**src/rtl/alu_result_fifo.sv**
```systemverilog
// rtl/alu_result_fifo.sv - ALU result FIFO, FWFT read, sticky overflow; optional clamp via ALU_RESULT_SAT_EN
module alu_result_fifo #(
  parameter int ADDR_W = 3,
  parameter int DATA_W = 16
) (
  input  logic              clk,
  input  logic              rst,
  input  logic [DATA_W-1:0] res_i,
  input  logic              valid_i,
  input  logic              rd_ready_i,
  input  logic              clr_ovf_i,
  output logic [DATA_W-1:0] rd_data_o,
  output logic              rd_valid_o,
  output logic [ADDR_W:0]   count_o,
  output logic              full_o,
  output logic              empty_o,
  output logic              overflow_o
);

  localparam int DEPTH = 2 ** ADDR_W;
  localparam logic [ADDR_W:0] FULL_CNT = (ADDR_W + 1)'(DEPTH);

  logic [DATA_W-1:0] mem [DEPTH];
  logic [ADDR_W-1:0] wr_ptr;
  logic [ADDR_W-1:0] rd_ptr;
  logic [ADDR_W:0]   count;
  logic              ovf;
  logic              pop;
  logic              push;
  logic              drop;
  logic [DATA_W-1:0] wr_data;

  assign empty_o    = (count == '0);
  assign full_o     = (count == FULL_CNT);
  assign count_o    = count;
  assign rd_valid_o = !empty_o;
  assign rd_data_o  = empty_o ? '0 : mem[rd_ptr];
  assign overflow_o = ovf;

  // A full FIFO still accepts a push when the head leaves in the same cycle
  assign pop  = rd_valid_o && rd_ready_i;
  assign push = valid_i && (!full_o || pop);
  assign drop = valid_i && full_o && !pop;

`ifdef ALU_RESULT_SAT_EN
  localparam logic signed [DATA_W-1:0] SAT_MAX = DATA_W'(127);
  localparam logic signed [DATA_W-1:0] SAT_MIN = DATA_W'(-128);

  // Clamp incoming result into the signed 8-bit range before it is stored
  always_comb begin
    wr_data = res_i;
    if ($signed(res_i) > SAT_MAX) begin
      wr_data = SAT_MAX;
    end else if ($signed(res_i) < SAT_MIN) begin
      wr_data = SAT_MIN;
    end
  end
`else
  assign wr_data = res_i;
`endif

  // Storage write; the array itself is never cleared
  always_ff @(posedge clk) begin
    if (!rst && push) begin
      mem[wr_ptr] <= wr_data;
    end
  end

  // Pointers, occupancy counter and sticky overflow flag
  always_ff @(posedge clk) begin
    if (rst) begin
      wr_ptr <= '0;
      rd_ptr <= '0;
      count  <= '0;
      ovf    <= 1'b0;
    end else begin
      if (push) begin
        wr_ptr <= wr_ptr + ADDR_W'(1);
      end
      if (pop) begin
        rd_ptr <= rd_ptr + ADDR_W'(1);
      end
      case ({push, pop})
        2'b10:   count <= count + (ADDR_W + 1)'(1);
        2'b01:   count <= count - (ADDR_W + 1)'(1);
        default: count <= count;
      endcase
      if (drop) begin
        ovf <= 1'b1;
      end else if (clr_ovf_i) begin
        ovf <= 1'b0;
      end
    end
  end

endmodule

```
**config.mk**
```make
export PLATFORM = sky130hd
export DESIGN_NAME = alu_result_fifo
export DESIGN_NICKNAME = d
export VERILOG_FILES = /design/src/rtl/alu_result_fifo.sv
export SDC_FILE = /design/constraint.sdc
export NUM_CORES = 1
export LEC_CHECK = 0
export BUFFER_PORTS_ARGS = -buffer_cell sky130_fd_sc_hd__buf_2
export CELL_PAD_IN_SITES_DETAIL_PLACEMENT = 0
export CELL_PAD_IN_SITES_GLOBAL_PLACEMENT = 1
export CORE_MARGIN = 5
export CORE_UTILIZATION = 51
export DETAILED_ROUTE_END_ITERATION = 8
export PLACE_DENSITY_LB_ADDON = 0.12
export SLEW_MARGIN = 10
export SYNTH_ARGS = -nofsm -noshare
export SYNTH_HDL_FRONTEND = slang
export SYNTH_SLANG_ARGS = --single-unit
```
**constraint.sdc**
```tcl
create_clock -name clk -period 3.9 [get_ports clk]
set_input_delay 0.78 -clock clk [delete_from_list [all_inputs] [get_ports clk]]
set_output_delay 0.78 -clock clk [all_outputs]
set_load 0.05 [all_outputs]
```
### Word-level counts from Yosys, hierarchy flattened

Memory sizes are Yosys's and may differ from the RTL's. A register that Yosys moved wholly into a read port is not among the register bits.
Cells that the tools add are included.

| word-level totals | value |
|---|---|
| register bits | 11 |
| memory bits (writable) | 128 |
| input port bits | 21 |
| output and inout bits | 24 |
| logic and storage cells | 33 |
| memories kept | 1 |

| operators by class | value |
|---|---|
| $add $sub $neg | 4 |
| eq/ne operators | 3 |
| muxes and demuxes | 8 |
| reduce and logical (&&, ||, !) cells | 13 |

Memory list:

| name | words | bits a word | read ports | clocked after memory_dff | write ports | line | source |
|---|---|---|---|---|---|---|---|
| mem | 8 | 16 | 1 | 1 | 1 | 23 | `logic [DATA_W-1:0] mem [DEPTH];` |

Operators with widths:

| operator | count |
|---|---|
| 16-bit 2-to-1 mux | 1 |
| 4-bit one-hot mux with 2 select lines | 1 |
| 3-bit by 1-bit adder with 3-bit output (second input constant) | 2 |
| 3-bit 2-to-1 mux | 2 |
| 1-bit logical AND | 5 |
| 4-bit by 1-bit adder with 4-bit output (second input constant) | 1 |
| 4-bit equality test (second input constant) | 1 |
| 1-bit zero test | 4 |
| 4-bit zero test | 1 |
| 1-bit 2-to-1 mux | 4 |
| 2-bit nonzero test | 2 |
| 4-bit by 1-bit subtractor with 4-bit output (second input constant) | 1 |
| 2-bit by 1-bit equality test with 1-bit output (second input constant) | 1 |
| 2-bit equality test (second input constant) | 1 |
| 1-bit logical OR | 1 |

### Logic depth before layout (Yosys ltp)

Gate-level depths: netlist of run 1.

| depth | value |
|---|---|
| word-level depth | 8 |
| depth in mapped cells | 9 |
| gate-level depth less buffers | 8 |

### Worst setup path after synthesis of run 1

OpenSTA, ideal clock, no wires.

| timing path | value |
|---|---|
| kind | flip-flop to output port |
| start | register count[0], in the netlist count_o[0] |
| end | output port rd_data_o[10] |
| arrival time | 2.754 ns |
| required time | 3.120 ns |
| slack | 0.366 ns |
| cell stages (with the launch flop) | 7 |
| buffers on the path | 3 |
| path through | dfxtp_1 buf_2 or4_1 clkbuf_1 clkinv_2 buf_4 nor2_1 |

| on the way | value |
|---|---|
| cells in the longest elaborated chain, start to end | 2 |

RTL lines:

| element | line | source |
|---|---|---|
| start: declaration | 26 | `logic [ADDR_W:0] count;` |
| start signal: assignment | 84 | `2'b10: count <= count + (ADDR_W + 1)'(1);` |
| start signal: assignment | 85 | `2'b01: count <= count - (ADDR_W + 1)'(1);` |
| start signal: assignment | 86 | `default: count <= count;` |
| 4-bit zero test | 33 | `assign empty_o = (count == '0);` |
| named net empty_o | 16 | `output logic empty_o,` |
| 16-bit 2-to-1 mux | 37 | `assign rd_data_o = empty_o ? '0 : mem[rd_ptr];` |
| end: declaration | 12 | `output logic [DATA_W-1:0] rd_data_o,` |

The timed path passes the listed nets, and every way through them passes these cells.

==> out/results.txt, run 1 <==
Placeable Area: 10900 um^2
post-synthesis cell area: 5680 um^2
FF-to-FF End: mem[7][11]
Yosys reg bits: 142
final setup TNS: 0 ps
Cell Area, Placed: 6110 um^2
number of flops mapped to enable cells by yosys: 128
PortBufs: 44
HPWL Detailed: 5.95 mm
Yosys top cell area share: 67.6%
CTS tree: done
cell count after synthesis: 295
Setup crit start kind: flip-flop
number of diodes: 0
Register Area: 4130 um^2
Fmax achieved: 311 MHz
top cells by area in the synthesized netlist: edfxtp_1, mux4_2, dfxtp_1
most frequent cell after synthesis: edfxtp_1
Initial Util: 52.2%
Hold-fix buffers, CTS: 0
height of the die: 116 um
RSZ-0062 raised after global routing: false
largest net degree at the start of global routing: 33
Setup CP Type: reg2out
drt pass-1 iters: 4
Final Worst Setup Slack: 686 ps
Syn Area/Cell: 19.3 um^2
# setup viols final: 0
GPL Wtd Cong: 0.735
vias in the first global route: 2923
total grt overflow: 0
fin crit share: 82.4%
Routed wire per std cell: 20.2 um
WP data arrival: 2430 ps
CTS clk-pin slew, worst paths: 60 ps
top cells by count, synth: edfxtp_1, mux4_2, nor2_1
Yosys Warn Count: 0
post-cts resize count: 0
Total GRT Usage: 17.1%
Synth async-reset ratio: 0%
Max Fanout on Critical Path: 20
Final Max Slew Viols: 0
Sink Count: 142
WHS Path Cells: 2
Worst-Skew Late Latency: 510 ps
static leakage power: 2.21 nW
clk_skew: 5.08 ps
outcome: complete, no violations
pin slew with the least headroom to its limit: 819 ps
first-pass GRT wire length: 16.4 mm
crit path time final: 3210 ps
CTS Buf Count: 17
R2R Setup Slk: 1620 ps
count of final hold-check violations: 0
number of fill cells: 814
critical path endpoint category: output port
# Post-CTS Setup Buffers: 0
worst slack, placed: 1170 ps
die area: 13400 um^2
Seq/Total Area, Yosys: 72.6%
worst rel slew slack: 45.3%
Die W: 116 um
row count: 38
Post-DRT Antenna Nets: 0
Yosys cell types: 42
largest area contributor in the netlist: edfxtp_1
HP Class: reg2reg
initial antenna violation count: 0
Synthesized Nets: 319
CTS max path bufs: 2
root buffer cell: clkbuf_8
multi-input combinational cell area: 1480 um^2
FF-to-FF path depth: 5
Pwr Density: 695 nW/um^2
DR iter-0 viols: 200
Crit path required time: 3120 ps
DRC: 0
layout cells sized above 1: 37.7%
Vias: 2774
I/O pin count: 45
synthesis-to-finish area growth: 17.8%
vias per cell: 5.51
top_reg_cell synth: edfxtp_1
maximum vdd drop: 434 uV
maxcap violations: 0
DRT Wirelength: 10.2 mm
fin nets: 374
design area: 6690 um^2
Worst Hold End: overflow_o
H-tree Lvls: 4
Critical R2R Launch: count_o[1]
hold_sp: overflow_o
## logic make-up after synthesis
group / after synthesis / synth area share [%]
AO/OA/AOI/OAI: 13 / 2.66
XOR/XNOR: 8 / 1.37
adder cells (fa/ha/maj): 3 / 0.661
buffers and inverters: 22 / 1.98
flip-flops: 142 / 72.6
multiplexers: 49 / 15.7
AND/OR/NAND/NOR: 58 / 5.09
## layout by cell type, fill, tap and decap left out, drive strengths merged, types with 2 or more instances in the layout
cell	n
edfxtp	128
nand2b	4
nor2	29
nand3	2
xor2	3
bufinv	3
xnor2	5
nor3	4
dfxtp	14
buf	55
clkbuf	17
nor4	3
clkinv	6
nand2	7
mux4	32
nand3b	2
clkinvlp	6
ha	3
mux2i	17
a21oi	4
inv	3
## state kept, by name, summed over array words and instances, names as in the netlist, named ones only
signal,cells
wr_ptr,3
count_o,4
mem,128
rd_ptr,3
overflow_o,1
## report_power, final
group          internal [W]  switching, W
registers           0.00171     0.0000962
clock network      0.000969      0.000600
logic              0.000427      0.000850
total               0.00310       0.00155
## worst max-delay path, cell delays in order, from the launching register on
cell	delay (ps)
dfxtp_2	630
buf_12	270
mux4_2	510
mux2i_1	180
nor2_1	80
buf_2	230
## metal layers
metal  global-route usage [%]  share of wire [%]  vias to the layer above
li1                         -                  -                     1291
met2                     27.0                 50                       45
met5                        0                  0                        -
met3                     5.69                4.3                        7
met4                     5.16                1.0                        0
met1                     23.0                 45                     1431
## worst max-delay path by stage
stage / slack [ps] / cells after the start / end
finish: 690 / 5 / rd_data_o[4]
global route: 510 / 5 / rd_data_o[2]
CTS: 610 / 5 / rd_data_o[4]
detailed placement: 1170 / 5 / rd_data_o[4]
global placement: 1190 / 5 / rd_data_o[7]
floorplan: 370 / 6 / rd_data_o[10]
## through the flow
step | utilization [%] | cells | total power, W | hold WS [ps]
2_1_floorplan | - | 295 | 0.00287 | 454
3_3_place_gp | 56.1 | 471 | 0.00313 | 454
3_5_place_dp | 56.1 | 471 | 0.00314 | 470
4_1_cts | 61.5 | 503 | 0.00472 | 481
5_1_grt | 61.5 | 503 | 0.00487 | 511
6_report | 61.5 | 503 | 0.00465 | 476
## cell type report
cell class                 instances  share of cell area [%]
inverter                           3                   0.187
clock buffer                      17                    6.19
clock inverter                    15                    2.56
multi-input combinational        131                    22.1
timing repair buffer              55                    4.71
sequential                       142                    61.6
tap                              140                    2.62
No activity file was read; power rests on OpenSTA's default activity.
==> run 2, diff against run 1 <==
--- a/config.mk
+++ b/config.mk
@@ -9,7 +9,7 @@
 export CELL_PAD_IN_SITES_DETAIL_PLACEMENT = 0
 export CELL_PAD_IN_SITES_GLOBAL_PLACEMENT = 1
 export CORE_MARGIN = 5
-export CORE_UTILIZATION = 51
+export CORE_UTILIZATION = 46
 export DETAILED_ROUTE_END_ITERATION = 8
 export PLACE_DENSITY_LB_ADDON = 0.12
 export SLEW_MARGIN = 10
==> constraint.sdc (replaced) <==
create_clock -name clk -period 2.8 [get_ports clk]
set_input_delay 0.56 -clock clk [delete_from_list [all_inputs] [get_ports clk]]
set_output_delay 0.56 -clock clk [all_outputs]
set_load 0.05 [all_outputs]
==> run 2 against run 1 <==
Die area increased by 9.9%. Flip-flop and latch count unchanged. Non-clock buffer count increased by 3. Sequential share of layout area decreased by 0.74 points. Final area increased by 1.3%. Core utilization decreased by 5.3 points. Critical path type unchanged. Largest power group unchanged.
==> out/results.txt, run 2 (synthesis gave the netlist of run 1 again) <==
outcome: complete, no violations
Sink Count: 142
DRT Wirelength: 10.5 mm
Total GRT Usage: 15.4%
Pwr Density: 946 nW/um^2
Placeable Area: 12100 um^2
die area: 14700 um^2
Initial Util: 47.1%
total grt overflow: 0
register with the most flip-flops: mem
critical path endpoint category: output port
Worst-Skew Late Latency: 410 ps
layout cells sized above 1: 39.9%
Fmax achieved: 377 MHz
DR iter-0 viols: 164
maximum vdd drop: 478 uV
Hold-fix buffers, CTS: 0
count of final hold-check violations: 0
CTS clk-pin slew, worst paths: 50 ps
Post-DRT Antenna Nets: 0
most common cell after layout, fill and taps aside: edfxtp_1
drt pass-1 iters: 4
root buffer cell: clkbuf_16
CTS Buf Count: 17
CTS max path bufs: 2
clk_skew: 7.42 ps
row count: 40
final setup TNS: 0 ps
Vias: 2792
worst rel slew slack: 63.2%
max FFs per register: 128
height of the die: 121 um
Crit. Startpoint: count_o[2]
vias in the first global route: 2845
HP Class: in2reg
static leakage power: 2.23 nW
Register Area: 4130 um^2
synthesis-to-finish area growth: 19.3%
hold_sp: clr_ovf_i
Critical R2R Launch: count_o[2]
Setup crit start kind: flip-flop
Crit path required time: 2240 ps
maxcap violations: 0
Max Fanout on Critical Path: 17
first-pass GRT wire length: 16.3 mm
CTS tree: done
vias per cell: 5.23
commonest non-fill, non-tap cells in the layout: edfxtp_1, buf_2, mux4_2, nor2_1
WP data arrival: 2090 ps
initial antenna violation count: 0
Setup CP Type: reg2out
Routed wire per std cell: 19.6 um
fin nets: 377
number of fill cells: 927
PortBufs: 44
multi-input combinational cell area: 1530 um^2
number of diodes: 0
Final Worst Setup Slack: 148 ps
crit path time final: 2650 ps
Hold Slack: 413 ps
H-tree Lvls: 4
# setup viols final: 0
worst slack, placed: 385 ps
largest net degree at the start of global routing: 33
pin slew with the least headroom to its limit: 550 ps
Final Max Slew Viols: 0
GPL Wtd Cong: 0.729
fin crit share: 94.7%
HPWL Detailed: 6.11 mm
DRC: 0
I/O pin count: 45
Die W: 121 um
RSZ-0062 raised after global routing: false
-- run 2: worst max-delay path: stages, from the launching register on --
cell,delay (ps)
dfxtp_1,440
or4_1,680
clkinv_4,240
nor2_1,100
buf_2,220
-- run 2: per-stage QoR --
step	std cells	util, %	total power, W	instance area [um^2]
floorplan	295	-	0.00405	5730
global placement	502	51.7	0.00446	6240
detailed placement	502	51.7	0.00447	6240
CTS	534	56.2	0.00650	6780
global route	534	56.2	0.00671	6780
finish	534	56.2	0.00641	6780
-- run 2: power breakdown --
part	total (W)	leakage (nW)	switching [W]	internal, W
registers	0.00249	1.27	0.000112	0.00238
logic	0.00192	0.694	0.00126	0.000656
clock network	0.00200	0.261	0.000800	0.00120
total	0.00641	2.23	0.00217	0.00424
-- run 2: area by class of cell --
type | instances | area share (%)
well taps | 168 | 3.10
inverters | 3 | 0.240
clock buffers | 19 | 6.39
repair buffers | 58 | 5.35
clock inverters | 13 | 1.48
multi-input cells | 131 | 22.6
flip-flops and latches | 142 | 60.9
-- run 2: timing repair --
action | CTS | global route
buffers inserted | 0 | 0
resized for setup | 2 | 0
endpoints found under the setup margin | 2 | 0
-- run 2: worst paths after layout --
kind                  endpoint  slack [ps]  cells past startpoint
setup reg to reg    mem[6][12]         500                      5
hold / removal      overflow_o         410                      3
hold reg to reg     overflow_o         470                      2
setup / recovery  rd_data_o[4]         150                      4
-- run 2: routing by layer --
| metal | share of wire (%) | up-vias | track usage, % | wire length, um |
|---|---|---|---|---|
| li1 | - | 1300 | - | - |
| met1 | 46 | 1431 | 21.1 | 4770 |
| met2 | 50 | 51 | 23.9 | 5200 |
| met3 | 3.5 | 10 | 3.68 | 369 |
| met4 | 1.4 | 0 | 6.51 | 143 |
| met5 | 0 | - | 0 | 0 |
